`src/rtl/pixel_word_packer_pkg.sv`:
```
// Shared types and sizing helpers for the pixel word packer.
// Word tags travel alongside packed data through the output buffer.
package pixel_pack_pkg;

   typedef struct packed {
      logic last;
      logic user;
   } pack_tag_t;

   function automatic int pix_per_word(input int dsize, input int axi_dsize);
      return axi_dsize / dsize;
   endfunction

endpackage

```
`src/rtl/pixel_word_packer_if.sv`:
```
// Output word stream of the pixel word packer (valid/ready with line/frame tags).
interface pixel_word_packer_if #(
   parameter int AXI_DSIZE = 256
);
   logic [AXI_DSIZE-1:0] odata;
   logic                 ovalid;
   logic                 oready;
   logic                 olast;
   logic                 ouser;

   modport master (output odata, ovalid, olast, ouser, input oready);
   modport slave  (input odata, ovalid, olast, ouser, output oready);
endinterface

```
`src/rtl/pack_out_fifo.sv`:
```
// Two-entry synchronous FIFO; reset empties it, output reads zero while empty.
module pack_out_fifo #(
   parameter int WIDTH = 8
) (
   input  logic             clock,
   input  logic             rst,
   input  logic             push_i,
   input  logic             pop_i,
   input  logic [WIDTH-1:0] din_i,
   output logic [WIDTH-1:0] dout_o,
   output logic             full_o,
   output logic             empty_o
);
   logic [WIDTH-1:0] mem_q [2];
   logic             wr_ptr_q;
   logic             rd_ptr_q;
   logic [1:0]       count_q;
   logic             do_push;
   logic             do_pop;

   assign empty_o = (count_q == 2'd0);
   assign full_o  = (count_q == 2'd2);
   assign do_pop  = pop_i && !empty_o;
   assign do_push = push_i && (!full_o || do_pop);
   assign dout_o  = empty_o ? '0 : mem_q[rd_ptr_q];

   always_ff @(posedge clock) begin
      if (rst) begin
         wr_ptr_q <= 1'b0;
         rd_ptr_q <= 1'b0;
         count_q  <= 2'd0;
      end else begin
         if (do_push) wr_ptr_q <= !wr_ptr_q;
         if (do_pop)  rd_ptr_q <= !rd_ptr_q;
         count_q <= count_q + 2'(do_push) - 2'(do_pop);
      end
   end

   // NOTE: storage has no reset; count_q alone decides which entries are live.
   always_ff @(posedge clock) begin
      if (do_push) mem_q[wr_ptr_q] <= din_i;
   end

endmodule

```
`src/rtl/pixel_word_packer.sv`:
```
// Packs DSIZE pixels into AXI_DSIZE words tagged with first-of-frame and last-of-line.
// Optional statistics ports are built when PIXEL_PACKER_STAT_EN is defined.
module pixel_word_packer
   import pixel_pack_pkg::*;
#(
   parameter int DSIZE     = 24,
   parameter int AXI_DSIZE = 256
) (
   input  logic                  clock,
   input  logic                  rst,
   input  logic [15:0]           hactive,
   input  logic                  vsync,
   input  logic                  de,
   input  logic [DSIZE-1:0]      idata,
   pixel_word_packer_if.master   out_if,
   output logic                  overflow,
   output logic                  err_short,
   output logic                  err_long
`ifdef PIXEL_PACKER_STAT_EN
   ,
   output logic [31:0]           frame_words,
   output logic [15:0]           line_count
`endif
);
   localparam int PPW    = pix_per_word(DSIZE, AXI_DSIZE);
   localparam int LANE_W = (PPW > 1) ? $clog2(PPW) : 1;
   localparam int FIFO_W = AXI_DSIZE + $bits(pack_tag_t);

   logic [LANE_W-1:0]    lane_q, lane_d;
   logic [15:0]          pix_q, pix_d;
   logic [15:0]          hact_q, hact_d;
   logic [AXI_DSIZE-1:0] acc_q, acc_d;
   logic                 sof_q, sof_d;
   logic                 de_q;
   logic                 overflow_q, overflow_d;
   logic                 err_short_q, err_short_d;
   logic                 err_long_q, err_long_d;

   logic                 push;
   logic [AXI_DSIZE-1:0] push_word;
   pack_tag_t            push_tag;
   logic [AXI_DSIZE-1:0] merged;
   logic                 line_end;
   logic                 pop;
   logic                 fifo_full;
   logic                 fifo_empty;
   logic [FIFO_W-1:0]    fifo_dout;
   pack_tag_t            out_tag;

   assign merged   = acc_q | (AXI_DSIZE'(idata) << (int'(lane_q) * DSIZE));
   assign line_end = (pix_q == hact_q - 16'd1);
   assign pop      = out_if.ovalid && out_if.oready;

   // NOTE: every always_comb output gets a default first so no path can infer a latch.
   always_comb begin
      lane_d      = lane_q;
      pix_d       = pix_q;
      hact_d      = hact_q;
      acc_d       = acc_q;
      sof_d       = sof_q;
      overflow_d  = overflow_q;
      err_short_d = err_short_q;
      err_long_d  = err_long_q;
      push        = 1'b0;
      push_word   = acc_q;
      push_tag    = '0;

      if (vsync) begin
         lane_d = '0;
         pix_d  = '0;
         acc_d  = '0;
         hact_d = hactive;
         sof_d  = 1'b1;
      end else if (de) begin
         if (pix_q < hact_q) begin
            // Line end leaves pix at hactive: the line stays closed until de falls.
            pix_d = pix_q + 16'd1;
            if (lane_q == LANE_W'(PPW - 1) || line_end) begin
               push          = 1'b1;
               push_word     = merged;
               push_tag.last = line_end;
               lane_d        = '0;
               acc_d         = '0;
            end else begin
               lane_d = lane_q + LANE_W'(1);
               acc_d  = merged;
            end
         end else begin
            err_long_d = 1'b1;
         end
      end else if (de_q) begin
         if (pix_q != 16'd0 && pix_q < hact_q) begin
            push          = 1'b1;
            push_word     = acc_q;
            push_tag.last = 1'b1;
            err_short_d   = 1'b1;
         end
         lane_d = '0;
         pix_d  = '0;
         acc_d  = '0;
      end

      if (push) begin
         push_tag.user = sof_q;
         sof_d         = 1'b0;
         if (fifo_full && !pop) overflow_d = 1'b1;
      end
   end

   // NOTE: sequential state uses non-blocking assignments so all registers update together.
   always_ff @(posedge clock) begin
      if (rst) begin
         lane_q      <= '0;
         pix_q       <= '0;
         hact_q      <= hactive;
         acc_q       <= '0;
         sof_q       <= 1'b1;
         de_q        <= 1'b0;
         overflow_q  <= 1'b0;
         err_short_q <= 1'b0;
         err_long_q  <= 1'b0;
      end else begin
         lane_q      <= lane_d;
         pix_q       <= pix_d;
         hact_q      <= hact_d;
         acc_q       <= acc_d;
         sof_q       <= sof_d;
         de_q        <= de;
         overflow_q  <= overflow_d;
         err_short_q <= err_short_d;
         err_long_q  <= err_long_d;
      end
   end

   pack_out_fifo #(.WIDTH(FIFO_W)) u_out_fifo (
      .clock   (clock),
      .rst     (rst),
      .push_i  (push),
      .pop_i   (pop),
      .din_i   ({push_word, push_tag}),
      .dout_o  (fifo_dout),
      .full_o  (fifo_full),
      .empty_o (fifo_empty)
   );

   assign {out_if.odata, out_tag} = fifo_dout;
   assign out_if.ovalid = !fifo_empty;
   assign out_if.olast  = out_tag.last;
   assign out_if.ouser  = out_tag.user;
   assign overflow      = overflow_q;
   assign err_short     = err_short_q;
   assign err_long      = err_long_q;

`ifdef PIXEL_PACKER_STAT_EN
   logic [31:0] frame_words_q;
   logic [15:0] line_count_q;

   always_ff @(posedge clock) begin
      if (rst || vsync) begin
         frame_words_q <= '0;
         line_count_q  <= '0;
      end else if (push) begin
         frame_words_q <= frame_words_q + 32'd1;
         if (push_tag.last) line_count_q <= line_count_q + 16'd1;
      end
   end

   assign frame_words = frame_words_q;
   assign line_count  = line_count_q;
`endif

endmodule

```
`src/flat_wrapper.sv`:
```
// flat-port wrapper written by rule: the top's interface ports become plain ports
module pixel_word_packer_flat import pixel_pack_pkg::*;
#(
   parameter int DSIZE     = 24,
   parameter int AXI_DSIZE = 256
)
  (clock, rst, hactive, vsync, de, idata, overflow, err_short, err_long, out_if_odata, out_if_ovalid, out_if_olast, out_if_ouser, out_if_oready);
  pixel_word_packer_if #(.AXI_DSIZE(AXI_DSIZE)) out_if_i ();
  input  logic clock;
  input  logic rst;
  input  logic [15:0] hactive;
  input  logic vsync;
  input  logic de;
  input  logic [DSIZE-1:0] idata;
  output logic overflow;
  output logic err_short;
  output logic err_long;
  output wire logic [$bits(out_if_i.odata)-1:0] out_if_odata;
  output wire logic [$bits(out_if_i.ovalid)-1:0] out_if_ovalid;
  output wire logic [$bits(out_if_i.olast)-1:0] out_if_olast;
  output wire logic [$bits(out_if_i.ouser)-1:0] out_if_ouser;
  input wire logic [$bits(out_if_i.oready)-1:0] out_if_oready;
  assign out_if_odata = out_if_i.odata;
  assign out_if_ovalid = out_if_i.ovalid;
  assign out_if_olast = out_if_i.olast;
  assign out_if_ouser = out_if_i.ouser;
  assign out_if_i.oready = out_if_oready;
  pixel_word_packer #(.DSIZE(DSIZE), .AXI_DSIZE(AXI_DSIZE)) u_core (.clock(clock), .rst(rst), .hactive(hactive), .vsync(vsync), .de(de), .idata(idata), .out_if(out_if_i), .overflow(overflow), .err_short(err_short), .err_long(err_long));
endmodule
```
`config.mk`:
```
export PLATFORM = sky130hd
export DESIGN_NAME = pixel_word_packer_flat
export DESIGN_NICKNAME = d
export VERILOG_FILES = /design/src/rtl/pixel_word_packer_pkg.sv /design/src/rtl/pixel_word_packer_if.sv /design/src/rtl/pack_out_fifo.sv /design/src/rtl/pixel_word_packer.sv /design/src/flat_wrapper.sv
export SDC_FILE = /design/constraint.sdc
export NUM_CORES = 1
export LEC_CHECK = 0
export CORE_MARGIN = 5
export CORE_UTILIZATION = 25
export CTS_BUF_LIST = sky130_fd_sc_hd__clkbuf_16
export CTS_CLUSTER_DIAMETER = 200
export DETAILED_ROUTE_END_ITERATION = 8
export DONT_BUFFER_PORTS = 1
export MAX_ROUTING_LAYER = met4
export SYNTH_ARGS = -nofsm -noshare
export SYNTH_HDL_FRONTEND = slang
export SYNTH_SLANG_ARGS = --single-unit
export TNS_END_PERCENT = 100
```
`constraint.sdc`:
```
create_clock -name clock -period 20.9 [get_ports clock]
set_clock_uncertainty 0.1 [all_clocks]
set_input_delay 4.18 -clock clock [delete_from_list [all_inputs] [get_ports clock]]
set_output_delay 4.18 -clock clock [all_outputs]
set_load 0.005 [all_outputs]
```
[After elaboration in Yosys (flattened, before gate mapping)]
Memory sizes are Yosys's and may differ from the RTL's. A register that Yosys moved wholly into a read port is not among the register bits.
Index checks and enable logic that the tools add are counted.
Word-level totals
  bits of input ports: 45
  register bits: 301
  memories: 1
  output and inout port bits: 262
  RAM bits: 516
  ROM bits: 0
  bits in latches: 0
Operators by class
  shift operators: 1
  divide/modulo/power cells: 0
  reductions and logical operators: 22
  multiplexer cells: 35
  bitwise gates (word level): 4
  add/subtract/negate cells: 5
  $lt $le $gt $ge: 1
  equality and inequality tests: 4
  $mul: 1
Memories
  u_core.u_out_fifo.mem_q: depth 2, bits a word 258, read ports 1, clocked after Yosys merged registers in 1, wr ports 1, line pack_out_fifo.sv:14  | logic [WIDTH-1:0] mem_q [2];
Operators by type and width (number)
  two-way mux 256 bit: 8
  two-way mux 258 bit: 1
  bitwise OR 256 bit: 1
  << shifter 24 x 32 -> 256 bit: 1
  two-way mux 16 bit: 5
  two-way mux 1 bit: 17
  adder 16 x 1 -> 16 bit (second input constant): 1
  equality test 16 bit: 1
  < comparator 16 bit: 1
  two-way mux 4 bit: 4
  nonzero test 16 bit: 1
  subtractor 16 x 1 -> 16 bit (second input constant): 1
  multiplier 4 x 2 -> 6 bit (second input constant): 1
  nonzero test 2 bit: 3
  logical AND 1 bit: 5
  zero test 1 bit: 5
  adder 4 x 1 -> 4 bit (second input constant): 1
  equality test 4 bit (second input constant): 1
  AND reduction 2 bit: 2
  AND reduction 4 bit: 1
  NOT 1 bit: 3
  AND reduction 3 bit: 1
  adder 2 x 1 -> 2 bit: 1
  equality test 2 bit (second input constant): 1
  other kinds (5): 6

[Depth between registers and ports, before layout]
Gate-level depths: netlist (run 1).
  word-level depth: 10
  mapped depth: 15

[Modules after synthesis]
From an unflattened synthesis (run 1), not the netlist that was laid out.
Second synthesis, totals
  cells, all modules: 2899
  area, all modules: 34840.9 sq um
Modules (own cells, without submodules)
  pack_out_fifo: seq. area each 15595.0 sq um, cells an instance 1121, times used 1, area an instance 19789.0 sq um
  pixel_word_packer: seq. area each 6105.9 sq um, cells an instance 1778, times used 1, area an instance 15051.9 sq um

[Least setup slack after synthesis (run 1)]
Ideal clock, no wire load.
  kind: input -> register
  start point: input port de
  end point: memory u_core.u_out_fifo.mem_q[0][0] in the netlist's numbering (enable)
  path buffers: 0
  path slack: 3.517 ns
  data required time: 19.916 ns
  arrival time: 16.399 ns
  stages on the path: 7
  path through: inv_1 > a2111oi_0 > nand2_1 > o21ai_0 > o21a_1 > inv_1 > nor2_1
On the way
  word-level cells in the longest chain between the ends: 5
Ends and longest elaborated chain
  start, declared: line flat_wrapper.sv:13  | input logic de;
  two-way mux 1 bit: line pixel_word_packer.sv:74  | end else if (de) begin
  two-way mux 1 bit: line pixel_word_packer.sv:68  | if (vsync) begin
  logical AND 1 bit: line pack_out_fifo.sv:24  | assign do_push = push_i && (!full_o || do_pop);
  two-way mux 1 bit: line pack_out_fifo.sv:41  | if (do_push) mem_q[wr_ptr_q] <= din_i;
  two-way mux 1 bit (implied by the code): line pack_out_fifo.sv:41
  end, declared: line pack_out_fifo.sv:14
Every way passes these cells.

[Worst setup path after layout (run 1)]
  start point: input port de
  end point: memory u_core.u_out_fifo.mem_q[0][220] in the netlist's numbering (enable)
The elaborated chain is that of the path after synthesis.

==> results of run 1 <==
how the worst min path moves through the flow:
| stage | startpoint | to | slack [ns] | cells after the start |
|---|---|---|---|---|
| floorplan | u_core.sof_q | u_core.sof_q | 0.34 | 2 |
| global placement | u_core.sof_q | u_core.sof_q | 0.37 | 2 |
| detailed placement | u_core.sof_q | u_core.sof_q | 0.36 | 2 |
| CTS | u_core.sof_q | u_core.sof_q | 0.37 | 2 |
| global route | u_core.sof_q | u_core.sof_q | 0.38 | 2 |
| finish | u_core.sof_q | u_core.sof_q | 0.37 | 2 |
kinds of logic after synthesis:
group / Yosys count / share of synthesized area [%]
multiplexers: 279 / 8.13
AO/OA/AOI/OAI: 657 / 13.4
XOR/XNOR: 30 / 0.838
adder cells (fa/ha/maj): 27 / 0.997
buffers and inverters: 273 / 3.39
AND/OR/NAND/NOR: 818 / 10.6
flip-flops: 818 / 62.6
layout make-up:
class	count	share of cell area, %
antenna	30	0.191
clock buffer	92	5.85
clock inverter	78	1.41
inverter	42	0.400
multi-input combinational	1811	30.2
sequential	818	55.1
tap	1794	5.70
timing repair buffer	55	1.11
critical path, cell delays in order:
cell and delay, ns:
inv_1 0.05, a2111oi_0 0.39, buf_4 0.22, nand2_1 0.44, o21ai_0 0.43, o21a_1 0.20
inv_1 0.13, nor2_4 0.75, buf_4 0.85, buf_4 0.82
metrics by stage:
| step | instance area (um2) | worst slack [ns] |
|---|---|---|
| 6_report | 39400 | 12.40 |
| 5_1_grt | 39400 | 12.08 |
| 3_5_place_dp | 36400 | 11.71 |
| 3_3_place_gp | 36400 | 11.52 |
| 2_1_floorplan | 34700 | 3.52 |
| 4_1_cts | 39300 | 12.40 |
Yosys cell counts, types with 16 or more instances:
library cell and count:
a21o_1 256, nor2_1 412, nor3_1 267, dfxtp_1 286, mux2_2 19, buf_1 31, buf_4 35, nand2_1 41
nand2b_1 21, ha_1 26, a22oi_1 24, a41oi_1 130, edfxtp_1 532, inv_1 42, a21oi_1 184, mux2i_1 260
clkbuf_1 149, xnor2_1 17, buf_2 16
where the power goes:
part	switching (uW)	internal (uW)	total (uW)	leakage, uW
clock network	656	875	1530	0.00149
logic	524	189	714	0.00596
registers	21.9	1720	1740	0.00761
state kept, by name, indices dropped and copies added (netlist names), named ones only:
signal                      flops
u_core.lane_q                   4
u_core.acc_q                  256
u_core.err_long                 1
u_core.u_out_fifo.count_q       2
u_core.pix_q                   16
u_core.err_short                1
u_core.u_out_fifo.wr_ptr_q      1
u_core.de_q                     1
u_core.u_out_fifo.mem_q       516
u_core.sof_q                    1
u_core.overflow                 1
u_core.u_out_fifo.rd_ptr_q      1
u_core.hact_q                  16
placed cells by master, fill, tap and decap left out, drive strengths merged, types with 7 or more instances in the layout:
master  Yosys  final
mux2i     260    260
a211oi      7      7
edfxtp    532    532
a21o      256    256
nor2      412    412
nor4        8      8
dfxtp     286    286
diode       0     30
clkbuf    149     92
o22ai       9      9
a32o        7      7
mux2       19     19
nand2b     21     21
inv        42     74
buf        82     55
nand2      41     41
nand4       7      7
nor2b      15     15
nor3      267    267
xnor2      17     17
a21oi     186    186
clkinv      0     36
o21ai      12     12
a22oi      24     24
a41oi     130    130
xor2       11     11
nand3      12     12
ha         26     26
metal layers:
layer,up-vias,part of all wire (%)
met3,156,11
li1,10700,-
met4,0,2.7
met5,-,0
met2,833,45
met1,11600,41
==> results_dict.tcl, run 1 <==
set metrics [dict create \
    cts_made_buffers 91 \
    final_util_pct 28.6 \
    syn_area_cell_um2 11.9 \
    post_drt_via_cell_ratio 4.93 \
    die_outline_height_um 382 \
    worst_pin_slew_ns 1.27 \
    pin_count_of_the_biggest_net_entering_global_routing 195 \
    cts_max_level 3 \
    synth.lib_cells_used.distinct 59 \
    syn-cell-area_um2 34700 \
    post-synth-top-area-fraction_pct 46.1 \
    crit_path_start_kind "input port" \
    use_met3_pct 6.53 \
    count_of_port_buffers_added_during_placement 0 \
    worst_vdd_rail_ir_drop_mv 0.0911 \
    global_route.usage.total_pct 15.5 \
    gp_congestion 0.869 \
    multi_input_area_um2 11900 \
    post-dp-hpwl_mm 75.2 \
    synth_nets 2974 \
    setup.worst_path.class "input port to register" \
    clkLatencyLatePin_ns 0.66 \
    synth_enable_flop_cells 532 \
    leading_area_contributor_after_synthesis "edfxtp_1" \
    post_synth_inst_count 2902 \
    slew_violations 0 \
    vias 23300 \
    clock-sinks 818 \
    cap_violations 0 \
    final_standard_cell_count_with_taps_included_and_fillers_excluded 4720 \
    number_of_gates_resized_after_cts 0 \
    yosysSeqAreaShare_pct 62.6 \
    drtPass1Iterations 5 \
    final_net_count 2891 \
    number_of_antenna_violations_at_the_first_check_in_global_routing 22 \
    rsz0062_at_grt "no" \
    detail_route.wirelength_mm 115 \
    ff_latch_area_um2 21700 \
    cts_root_buffer "clkbuf_16" \
    relSlewSlack_pct 15.1 \
    min_hold_slack_ns 0.369 \
    die_area_um2 146000 \
    clock_path_buffers 3 \
    layout-drive-gt1-share_pct 7.63 \
    start_util_pct 25.2 \
    die_w_um 382 \
    first_global_vias 22300 \
    timing.final.setup_violations 0 \
    path_clk_slew_ns 0.06 \
    gr-max-usage-layer "met2" \
    synth_async_sr_flop_share_pct 0 \
    drt_iter0_markers 2251 \
    power.leakage_uw 0.0151 \
    total_power_density_per_cell_area_nw_per_um2 101 \
    worstReg2RegStart "u_core.hact_q[9]" \
    finalCritPeriodShare_pct 40.7 \
    timing.critical_path.to_type "register" \
    use_met2_pct 23.7 \
    placedCellCount 4520 \
    drc_errors 0 \
    clock.fmax_ghz 0.118 \
    setup.reg_to_reg.worst_slack_ns 14.74 \
    worstPathRequired_ns 21.07 \
    cts_tree "done" \
    critPathCapture "u_core.u_out_fifo.mem_q[0][220]" \
    grt_first_pass_wirelength_mm 163 \
    period_needed_ns 8.50 \
    final.setup.tns_ns 0 \
    global_route.usage.met1_pct 19.0 \
    hold_viol 0 \
    cp_data_arrival_time_ns 8.66 \
    rr_endpoint "u_core.u_out_fifo.mem_q[0][220]" \
    critPathLaunch "de" \
    netlist_top_cells_area "edfxtp_1 (46%), dfxtp_1 (17%), mux2i_1 (7.5%)" \
    core_area_um2 138000 \
    synth-seq-cells 818 \
    post_drt_wl_per_cell_um 24.4 \
    io_pins 307 \
    antenna_violating_nets_post_route 0 \
    num_rows 136 \
    postCtsSetupRepairBufs 0 \
    total_power_uw 3980 \
    layout.filler_cells 14000 \
    synthToLayoutAreaGrowth_pct 13.6 \
    most_used_flip_flop_cell_after_synthesis "edfxtp_1" \
    cts_hold_repair_buffers 0 \
    critPathMaxFanout 65 \
    min-delay-path-class "register to register" \
    grt_remaining_overflow 0 \
    worst_reg_to_reg_path_cell_count 13 \
    outcome "complete, no violations" \
    yosys_warnings 0 \
]
Note: power is estimated with default switching activity, not from simulation.
==> inputs of run 2 (changes only) <==
==> constraint.sdc (replaced) <==
create_clock -name clock -period 7.8 [get_ports clock]
set_clock_uncertainty 0.1 [all_clocks]
set_input_delay 1.56 -clock clock [delete_from_list [all_inputs] [get_ports clock]]
set_output_delay 1.56 -clock clock [all_outputs]
set_load 0.005 [all_outputs]
==> results_dict.tcl, run 2 (synthesis results as in run 1) <==
set metrics [dict create \
    cts_made_buffers 88 \
    worstPathRequired_ns 7.98 \
    clock_path_buffers 3 \
    die_w_um 382 \
    die_outline_height_um 382 \
    rr_endpoint "u_core.u_out_fifo.mem_q[0][210]" \
    setup.reg_to_reg.worst_slack_ns 2.74 \
    gp_congestion 0.907 \
    cts_max_level 3 \
    power.leakage_uw 0.0151 \
    cts_root_buffer "clkbuf_16" \
    biggestRegsByFlops "u_core.u_out_fifo.mem_q x516, u_core.acc_q x256" \
    critPathMaxFanout 100 \
    worst_pin_slew_ns 1.26 \
    min-delay-path-class "register to register" \
    timing.final.setup_violations 0 \
    synthToLayoutAreaGrowth_pct 14.5 \
    pin_count_of_the_biggest_net_entering_global_routing 130 \
    power.switching_uw 3270 \
    count_of_port_buffers_added_during_placement 0 \
    outcome "complete, no violations" \
    hold_viol 0 \
    layout-drive-gt1-share_pct 7.85 \
    period_needed_ns 5.06 \
    global_route.usage.total_pct 15.6 \
    post_drt_wl_per_cell_um 24.5 \
    hold_start "u_core.sof_q" \
    hold_path_depth 2 \
    start_util_pct 25.2 \
    total_power_density_per_cell_area_nw_per_um2 273 \
    number_of_gates_resized_after_cts 0 \
    crit_chain "inv_1, ha_1, a21oi_1, o21ai_0, a2111oi_0, nand2_1, buf_4, o21ai_0, o21a_1, inv_1, nor2_4, buf_12" \
    cts_hold_repair_buffers 0 \
    setup.worst_path.class "register to register" \
    drtPass1Iterations 5 \
    postCtsSetupRepairBufs 0 \
    drt_iter0_markers 2026 \
    critical-path-slowest-cell "a2111oi_0" \
    first_global_vias 22400 \
    die_area_um2 146000 \
    slowest_delay_ns 1.12 \
    mostFrequentLayoutCells "edfxtp_1 (532), nor2_1 (405), dfxtp_1 (285)" \
    final_net_count 2890 \
    worst_vdd_rail_ir_drop_mv 0.209 \
    worst_reg_to_reg_path_cell_count 12 \
    final.setup.tns_ns 0 \
    largest_register_ff_count 516 \
    path_clk_slew_ns 0.06 \
    clkLatencyLatePin_ns 0.68 \
    power.combinational.fraction_pct 17.6 \
    post_drt_via_cell_ratio 4.94 \
    vias 23300 \
    number_of_antenna_violations_at_the_first_check_in_global_routing 22 \
    cap_violations 0 \
    crit_path_start_kind "register" \
    power.switching_fraction_pct 30.2 \
    relSlewSlack_pct 14.0 \
    io_pins 307 \
    worstReg2RegStart "u_core.hact_q[11]" \
    antenna_violating_nets_post_route 0 \
    use_met3_pct 5.80 \
    global_route.usage.met1_pct 19.3 \
    cp_data_arrival_time_ns 5.24 \
    final_common_cell "edfxtp_1" \
    whs_endpoint "u_core.sof_q" \
    clock.fmax_ghz 0.198 \
    power.share.clock_pct 39.4 \
    gr-max-usage-layer "met2" \
    cts_tree "done" \
    final_standard_cell_count_with_taps_included_and_fillers_excluded 4717 \
    use_met2_pct 24.4 \
    internal_power_uw 7560 \
    detail_route.wirelength_mm 116 \
    slew_violations 0 \
    finalCritPeriodShare_pct 64.8 \
    clock-sinks 818 \
    core_area_um2 138000 \
    timing.critical_path.to_type "register" \
    rsz0062_at_grt "no" \
    placedCellCount 4522 \
    grt_first_pass_wirelength_mm 164 \
    drc_errors 0 \
    power.share.sequential_pct 43.0 \
    grt_remaining_overflow 0 \
    num_rows 136 \
    largest_register "u_core.u_out_fifo.mem_q" \
    post-dp-hpwl_mm 75.2 \
]
## run 2: cell types whose count changed in the layout (fill, tap and decap cells not counted), sizes merged
cell,delta
inv,-9
clkinvlp,+2
diode,+1
bufinv,+5
buf,+2
clkbuf,-4
## run 2: per-stage QoR
stage / setup WS [ns] / utilization, % / hold slack [ns] / total power [uW] / instance area (um2)
floorplan: -2.54 / - / 0.339 / 5920 / 34700
finish: 2.74 / 28.8 / 0.388 / 10800 / 39700
CTS: 2.80 / 28.8 / 0.382 / 11000 / 39600
detailed placement: 2.39 / 26.6 / 0.367 / 6750 / 36600
global route: 2.50 / 28.8 / 0.413 / 11300 / 39700
global placement: 2.33 / 26.6 / 0.374 / 6750 / 36600
## run 2: final cells by class
| class | count | area, um2 |
|---|---|---|
| antenna | 31 | 77.6 |
| clock buffer | 88 | 2200 |
| clock inverter | 76 | 790 |
| fill | 13900 | 98000 |
| inverter | 42 | 158 |
| multi-input combinational | 1811 | 11900 |
| sequential | 818 | 21700 |
| tap | 1794 | 2240 |
| timing repair buffer | 57 | 591 |
## run 2: metal layers
layer	wire (um)	up-vias
li1	-	10700
met1	47900	11700
met2	53800	794
met3	11900	124
met4	2150	0
met5	0	-
## run 2: how the worst max path moves through the flow
stage,startpoint,endpoint,depth (start not counted)
6_report,u_core.hact_q[11],u_core.u_out_fifo.mem_q[0][210],12
5_1_grt,u_core.hact_q[11],u_core.u_out_fifo.mem_q[0][210],12
4_1_cts,u_core.hact_q[11],u_core.u_out_fifo.mem_q[1][212],12
3_5_place_dp,de,u_core.u_out_fifo.mem_q[1][175],9
3_3_place_gp,de,u_core.u_out_fifo.mem_q[1][79],9
2_1_floorplan,de,u_core.u_out_fifo.mem_q[0][0],7
## run 2: power by group through the flow
stage,sequential (uW),combinational [uW],clock [uW]
after floorplan,4710,1220,0
after global placement,4750,2000,0
after detailed placement,4750,2010,0
after CTS,4660,2010,4370
after global routing,4660,2100,4540
final,4650,1900,4270
## run 2: critical path, delay by kind of cell, from the launching register on
family	cells	cell delay [ns]
flops	1	0.44
fa+ha+maj	1	0.32
buf+inv	4	0.86
simple gates	2	0.76
compound gates	5	1.86
==> inputs of run 3 (changes only) <==
==> constraint.sdc (replaced) <==
create_clock -name clock -period 4.3 [get_ports clock]
set_clock_uncertainty 0.1 [all_clocks]
set_input_delay 0.86 -clock clock [delete_from_list [all_inputs] [get_ports clock]]
set_output_delay 0.86 -clock clock [all_outputs]
set_load 0.005 [all_outputs]
==> results_dict.tcl, run 3 (synthesis results as in run 1) <==
set metrics [dict create \
    start_util_pct 25.2 \
    drtPass1Iterations 6 \
    worst_pin_slew_ns 1.13 \
    setup.reg_to_reg.worst_slack_ns 0.54 \
    die_w_um 382 \
    cts_hold_repair_buffers 0 \
    critPathMaxFanout 37 \
    postCtsSetupRepairBufs 0 \
    global_route.usage.met1_pct 19.9 \
    min-delay-path-class "input port to register" \
    period_needed_ns 3.76 \
    num_rows 136 \
    clock-sinks 818 \
    clkLatencyLatePin_ns 0.67 \
    min_hold_slack_ns 0.164 \
    relSlewSlack_pct 24.6 \
    drt_iter0_markers 2492 \
    grt_remaining_overflow 0 \
    worstReg2RegStart "u_core.hact_q[2]" \
    biggestRegsByFlops "u_core.u_out_fifo.mem_q x516, u_core.acc_q x256" \
    post_drt_wl_per_cell_um 24.5 \
    use_met2_pct 24.5 \
    final_net_count 2940 \
    worst_vdd_rail_ir_drop_mv 0.481 \
    largest_register_ff_count 516 \
    cts_max_level 3 \
    power.share.sequential_pct 43.7 \
    number_of_antenna_violations_at_the_first_check_in_global_routing 24 \
    cp_data_arrival_time_ns 4.16 \
    total_power_density_per_cell_area_nw_per_um2 479 \
    clock_path_buffers 3 \
    post-dp-hpwl_mm 79.1 \
    outcome "complete, no violations" \
    die_area_um2 146000 \
    timing.critical_path.to_type "register" \
    clock.fmax_ghz 0.266 \
    power.switching_fraction_pct 30.4 \
    synthToLayoutAreaGrowth_pct 16.1 \
    rsz0062_at_grt "no" \
    power.combinational.fraction_pct 18.1 \
    cts_made_buffers 90 \
    use_met3_pct 5.54 \
    mostFrequentLayoutCells "edfxtp_1 (532), nor2_1 (405), dfxtp_1 (285)" \
    final_common_cell "edfxtp_1" \
    die_outline_height_um 382 \
    power.switching_uw 5860 \
    grt_first_pass_wirelength_mm 165 \
    hold_start "rst" \
    rr_endpoint "u_core.u_out_fifo.mem_q[1][73]" \
    number_of_gates_resized_after_cts 0 \
    crit_path_start_kind "register" \
    vias 23700 \
    post_drt_via_cell_ratio 4.98 \
    cts_tree "done" \
    power.share.clock_pct 38.2 \
    timing.final.setup_violations 0 \
    setup.worst_path.class "register to register" \
    cap_violations 0 \
    pin_count_of_the_biggest_net_entering_global_routing 150 \
    first_global_vias 22500 \
    antenna_violating_nets_post_route 0 \
    gr-max-usage-layer "met2" \
    count_of_port_buffers_added_during_placement 0 \
    hold_viol 0 \
    drc_errors 0 \
    slew_violations 0 \
    cts_root_buffer "clkbuf_16" \
    gp_congestion 0.894 \
    hold_path_depth 1 \
    power.leakage_uw 0.0154 \
    internal_power_uw 13400 \
    layout-drive-gt1-share_pct 10.1 \
    finalCritPeriodShare_pct 87.4 \
    worstPathRequired_ns 4.70 \
    largest_register "u_core.u_out_fifo.mem_q" \
    core_area_um2 138000 \
    worst_reg_to_reg_path_cell_count 9 \
    path_clk_slew_ns 0.06 \
    final.setup.tns_ns 0 \
    detail_route.wirelength_mm 117 \
    io_pins 307 \
    global_route.usage.total_pct 15.7 \
]
## run 3: power groups by stage
stage,registers (uW),clock network (uW),logic [uW]
after floorplan,8540,0,2220
after global placement,8600,0,3670
after CTS,8430,7560,3680
after detailed placement,8600,0,3670
after global routing,8430,7890,3830
final,8430,7370,3500
## run 3: layer usage
metal / vias up / part of all wire, %
li1: 10800 / -
met1: 11900 / 41
met2: 888 / 47
met3: 136 / 10
met4: 0 / 2.0
met5: - / 0
## run 3: final cells by class
type / count / area (um2)
antenna: 31 / 77.6
timing repair buffer: 105 / 1180
tap: 1794 / 2240
clock buffer: 90 / 2250
multi-input combinational: 1811 / 12000
inverter: 42 / 158
sequential: 818 / 21700
clock inverter: 78 / 606
fill: 13900 / 97400
## run 3: through the flow
step	instance area, um2	total power, uW	setup slack, ns	utilization [%]	cells
after CTS	40200	19700	0.514	29.2	4738
after detailed placement	37300	12300	0.578	27.1	4570
after global routing	40200	20200	0.264	29.2	4768
after global placement	37300	12300	0.603	27.1	4570
after floorplan	34800	10800	-2.00	-	2902
final	40200	19300	0.542	29.2	4769
## run 3: worst max path at each step
stage / startpoint / endpoint / depth (start not counted)
after floorplan: u_core.hact_q[9] / u_core.u_out_fifo.mem_q[0][0] / 10
after global placement: u_core.hact_q[1] / u_core.u_out_fifo.mem_q[0][72] / 11
after detailed placement: u_core.hact_q[2] / u_core.u_out_fifo.mem_q[0][51] / 9
after CTS: u_core.hact_q[2] / u_core.u_out_fifo.mem_q[1][70] / 9
after global routing: u_core.lane_q[0] / u_core.acc_q[131] / 10
final: u_core.hact_q[2] / u_core.u_out_fifo.mem_q[1][73] / 9
## run 3: worst max-delay path, stage by stage, from the launching register on
cell and delay [ns]:
edfxtp_1 0.45, nor3_1 0.63, nand3_1 0.18, a211oi_2 0.27, o32ai_2 0.13, or4b_4 0.73
a211oi_4 0.36, buf_4 0.25, buf_12 0.26, a21o_1 0.18
==> RTL edit (settings of run 2) <==
Register the output `err_long` once more, without a reset; this adds one clock of latency there. The other outputs are not delayed to match.
--- a/src/rtl/pixel_word_packer.sv
+++ b/src/rtl/pixel_word_packer.sv
@@ -150,5 +150,7 @@
    assign overflow      = overflow_q;
    assign err_short     = err_short_q;
-   assign err_long      = err_long_q;
+   always_ff @(posedge clock) begin
+      err_long <= err_long_q;
+   end
 
 `ifdef PIXEL_PACKER_STAT_EN
Check against the original RTL: not settled (the Yosys comparison gave no result); the edit may change what the design does.
==> RTL edit against run 2 <==
Non-clock buffer count shrank 10; setup slack gained 170 ps; sequential cell count grew 1; power shrank 3.9%; area after synthesis shrank 0.58%; global-route usage shrank 0.39 points; cell count grew 0.49%; routed wire length shrank 3.9%; final area shrank 0.58%.
==> RTL edit: results <==
metrics = {
    "outcome": {
        "status": "completed",
    },
    "layout": {
        "fin_nets": 2927,
        "nNonClkInverters": 31,
        "n_fill_cell": 13910,
        "layout-drive-gt1-share": 0.09141,
        "buffers": 47,
        "seq_cell_count": 819,
        "fin_cells": 4740,
        "buf_share": 0.01085,
        "multi_input_area_um2": 11940,
        "clock_area_frac": 0.07472,
    },
    "yosys": {
        "ys_seq_area_frac": 0.6305,
        "synth.mux.area_fraction": 0.08237,
        "synth_cell_types": 61,
        "ys_top_cells_by_count": "nor2_1, edfxtp_1, dfxtp_1",
        "syn_nets": 2969,
    },
    "critical_path": {
        "cpPeakStageDelay_ps": 810,
        "r2r-start": "u_core.hact_q[0]",
        "path_delay_family": "simple AND/OR/NAND/NOR gates",
        "rr_worst_depth": 11,
        "arrival_ps": 5320,
        "slowest_stage": "o22a_4",
        "timing.rr.end": "u_core.acc_q[136]",
        "critPathMaxFanout": 68,
    },
    "power": {
        "ir_drop_mv": 0.2050,
        "leakage_nw": 14.06,
    },
    "detailed_routing": {
        "routed_wl_um": 111300,
        "routed-wl-met2_um": 50860,
        "vias_per_cell": 4.665,
    },
    "placed_design": {
        "gp_congestion": 0.8665,
        "place_area_um2": 36460,
    },
    "global_route": {
        "grt_pass1_vias": 21360,
    },
    "timing": {
        "max_freq_mhz": 204.5,
    },
}
[RTL edit: metal layers]
metal | vias to the layer above | track usage
met5 | - | -
li1 | 10350 | -
met1 | 10930 | 0.1885
met3 | 152 | 0.05519
met4 | 0 | 0.04523
met2 | 684 | 0.2329
[RTL edit: how the worst min path moves through the flow]
stage	start	to	slack (ps)
after floorplan	u_core.err_long_q	u_core.err_long	230
after global placement	u_core.err_long_q	u_core.err_long	290
after detailed placement	u_core.err_long_q	u_core.err_long	280
after CTS	u_core.err_long_q	u_core.err_long	290
after global routing	u_core.err_long_q	u_core.err_long	300
final	u_core.err_long_q	u_core.err_long	290
[RTL edit: where the power goes]
group          internal, W  total (W)  leakage (nW)  switching [W]
Clock              0.00245    0.00421          1.53        0.00175
Sequential         0.00460    0.00466          7.65      0.0000668
Combinational     0.000414    0.00153          4.87        0.00112
Total              0.00746     0.0104          14.1        0.00293
